<file path="src/rtl/four_bit_adder_subtractor.sv">
// 4-bit ripple-carry adder/subtractor with combinational flags and a
// registered copy of every result, cleared asynchronously by rst.
module four_bit_adder_subtractor (
  input  logic       clk,
  input  logic       rst,
  input  logic [3:0] A,
  input  logic [3:0] B,
  input  logic       subtract,
  output logic [3:0] Result,
  output logic       Cout,
  output logic       Overflow,
  output logic       Zero,
  output logic [3:0] Result_q,
  output logic       Cout_q,
  output logic       Overflow_q,
  output logic       Zero_q
);

  logic [3:0] b_inv;
  logic [3:0] sum;
  logic [4:0] carry;

  // subtract inverts B and injects the +1 of the two's complement as carry-in
  assign carry[0] = subtract;

  generate
    for (genvar gi = 0; gi < 4; gi++) begin : g_fa
      assign b_inv[gi]     = B[gi] ^ subtract;
      assign sum[gi]       = A[gi] ^ b_inv[gi] ^ carry[gi];
      assign carry[gi + 1] = (A[gi] & b_inv[gi]) | (carry[gi] & (A[gi] ^ b_inv[gi]));
    end
  endgenerate

  assign Result   = sum;
  assign Cout     = carry[4];
  assign Overflow = carry[3] ^ carry[4];
  assign Zero     = ~|sum;

  always_ff @(posedge clk or posedge rst) begin
    if (rst) begin
      Result_q   <= 4'b0000;
      Cout_q     <= 1'b0;
      Overflow_q <= 1'b0;
      Zero_q     <= 1'b0;
    end else begin
      Result_q   <= Result;
      Cout_q     <= Cout;
      Overflow_q <= Overflow;
      Zero_q     <= Zero;
    end
  end

endmodule

</file>
<file path="config.mk">
export PLATFORM = sky130hd
export DESIGN_NAME = four_bit_adder_subtractor
export DESIGN_NICKNAME = d
export VERILOG_FILES = /design/src/rtl/four_bit_adder_subtractor.sv
export SDC_FILE = /design/constraint.sdc
export NUM_CORES = 1
export LEC_CHECK = 0
export CORE_AREA = 2 2 39 41
export DETAILED_ROUTE_END_ITERATION = 10
export DIE_AREA = 0 0 41 43
export GPL_ROUTABILITY_DRIVEN = 0
export PLACE_DENSITY = 0.59
export SKIP_LAST_GASP = 1
export SLEW_MARGIN = 20
export SYNTH_ARGS = -nofsm -noshare
export SYNTH_HDL_FRONTEND = slang
export SYNTH_SLANG_ARGS = --single-unit
</file>
<file path="constraint.sdc">
create_clock -name clk -period 5.8 [get_ports clk]
set_clock_uncertainty 0.2 [all_clocks]
set_input_delay 1.16 -clock clk [delete_from_list [all_inputs] [get_ports clk]]
set_output_delay 1.16 -clock clk [all_outputs]
set_load 0.1 [all_outputs]
</file>
==> results.txt <==
Sum Neg Setup Slack -> 0 ps
Int Pwr -> 0.0001359 W
Largest net degree at the start of global routing -> 8
First-pass GRT wire length -> 1.104 mm
Cells after synthesis -> 22
Syn avg cell area -> 14.62 um2
DRC -> 0
Status -> completed
Vias per std cell -> 3.894
Crit path to -> Zero
Compound-gate portion of the synthesized area -> 0
Fmax achieved -> 192.7 MHz
Routed WL -> 648 um
Vias in the first global route -> 268
Leak -> 0.2750 nW
Area leader, netlist -> dfrtp_1
Vias -> 257
Fill count -> 130
Req. time, crit path -> 4440 ps
Part of the power in registers -> 0.186
IO buf count -> 24
Starting DRT DRC Count -> 0
Synth top area share -> 0.5447
Share of layout cells above drive strength 1 -> 0.2400
Die area -> 0.001763 mm2
Clock power share -> 0.128
Sequential area share after synthesis -> 0.5447
Xor-xnor portion of the synthesized cell area -> 0.1362
Net switching power -> 0.0001920 W
Crit. End Element -> output pin
Clk root buf -> clkbuf_4
Synthesized flop and latch total -> 7
Core ar. -> 0.001384 mm2
Worst Hold Class -> in -> async
TritonCTS Sinks -> 7
Critical path class -> in -> out
Gr usage total -> 0.09572
Post-Synth Adder-Cell Area -> 0.1868
Final period util -> 0.8949
Initial core utilization -> 0.2324
Final instance area -> 620.6 um2
Unrepaired setup endpoints after global routing -> no
Mapped Nets -> 36
Hold Slack -> 941.7 ps
Placed Area -> 594.3 um2
Post-Synth Simple-Gate Area -> 0.03891
Rows -> 14
Max Cap Violations -> 0
H-tree levels -> 1
Synth cell types -> 7
Main combinational cell family by area after synthesis -> adder cells
Post-Syn Area -> 321.6 um2
Synth top area cells -> dfrtp_1, fa_1, xor2_1
Critical path peak fanout -> 3
Grt ovf -> 0
Worst setup SP type -> primary input
Worst slew pin tran -> 968.7 ps
Yosys warning total -> 0
NumNets Final -> 65
Post-CTS Hold Buffers -> 0
Setup Buffers After CTS -> 0
First-pass DRT Iterations -> 1
Hold Vio Cnt, Final -> 0
Deepest clock path buffer count -> 2
Resized cells post-CTS -> 0
Crit path DAT -> 3830 ps
Tot Pwr -> 0.0003279 W
Detailed placement HPWL -> 603.6 um
Antenna violations before repair -> 0
Area grow syn2layout -> 93.00%
Setup violators final -> 0
Avg WL per Cell -> 9.818 um
Relative slew slack -> 0.3522
Sw Ratio -> 0.5857
Crit. Startpoint -> B[0]
I/O Pins -> 25
Multiplexer area fraction after synthesis -> 0.03502
DRT antenna net count -> 0
Minimum clock period -> 5191 ps
Die W -> 41 um
Max-slew violation count -> 0
Peak VDD IR -> 186.0 uV
Die height -> 43 um
ANT cells -> 0
Clock slew at reported path FFs -> 50 ps
Combinational Power Share -> 0.686
CTS tree -> built
Cell Pwr Density -> 528.3 mW/mm2
CTS buffer count -> 3
-- cells in the mapped netlist --
master	count
dfrtp_1	7
fa_1	3
inv_1	5
mux2_2	1
nor4_2	1
xnor2_1	2
xor2_1	3
-- kinds of logic (layout without fill, tap and decap cells) --
logic type	Yosys count	count (layout)
flip-flops	7	7
XOR/XNOR	5	5
AND/OR/NAND/NOR	1	1
buffers and inverters	5	33
multiplexers	1	1
adder cells (fa/ha/maj)	3	3
-- per-layer routing --
metal	global-route usage	vias up	wire length (um)
met3	0.04188	0	115
met2	0.1406	25	296
met5	0	-	0
met4	0.06000	0	0
met1	0.1077	112	236
li1	-	120	-
-- cell usage in the layout (no fill, tap or decap) --
| master | synthesis | layout |
|---|---|---|
| buf_12 | 0 | 2 |
| buf_4 | 0 | 4 |
| clkbuf_1 | 0 | 1 |
| clkbuf_4 | 0 | 3 |
| clkdlybuf4s50_1 | 0 | 18 |
| dfrtp_1 | 7 | 7 |
| fa_1 | 3 | 2 |
| fa_2 | 0 | 1 |
| inv_1 | 5 | 5 |
| mux2_2 | 1 | 1 |
| nor4_2 | 1 | 1 |
| xnor2_1 | 2 | 2 |
| xor2_1 | 3 | 3 |
-- power groups by stage --
stage | Combinational, W | Sequential, W | Clock (W)
after floorplan | 0.0000980 | 0.000136 | 0
after global placement | 0.000226 | 0.0000617 | 0
after detailed placement | 0.000226 | 0.0000620 | 0
after CTS | 0.000227 | 0.0000612 | 0.0000443
after global routing | 0.000233 | 0.0000615 | 0.0000507
final | 0.000225 | 0.0000610 | 0.0000420
-- layout make-up --
cell class | instances | area, um2 | area share
Clock buffer | 4 | 26.28 | 0.04234
Inverter | 5 | 18.77 | 0.03024
Multi-Input combinational cell | 10 | 130.1 | 0.2097
Sequential cell | 7 | 175.2 | 0.2823
Tap cell | 16 | 20.02 | 0.03226
Timing Repair Buffer | 24 | 250.2 | 0.4032
-- per-stage QoR --
step / setup WS [ps] / util / instances
4_1_cts: 572.0 / 0.4485 / 66
5_1_grt: 426.6 / 0.4485 / 66
3_3_place_gp: 589.3 / 0.4295 / 62
3_5_place_dp: 578.4 / 0.4295 / 62
6_report: 609.3 / 0.4485 / 66
2_1_floorplan: -245.1 / - / 22
-- critical path, stage by stage --
cell             delay, ps
clkdlybuf4s50_1        490
mux2_2                 350
fa_1                   360
inv_1                   70
fa_1                   210
inv_1                   70
fa_2                   450
nor4_2                 430
buf_12                 230
-- worst min-delay path by stage --
| stage | endpoint | from |
|---|---|---|
| floorplan | Cout_q | rst |
| global placement | Overflow_q | rst |
| detailed placement | Zero_q | rst |
| CTS | Zero_q | rst |
| global route | Result_q[1] | rst |
| finish | Zero_q | rst |
-- registers in the layout, summed over array words and instances (netlist names) --
register / flops
Result_q: 4
Cout_q: 1
Overflow_q: 1
Zero_q: 1
Note: power is estimated with default switching activity, not from simulation.
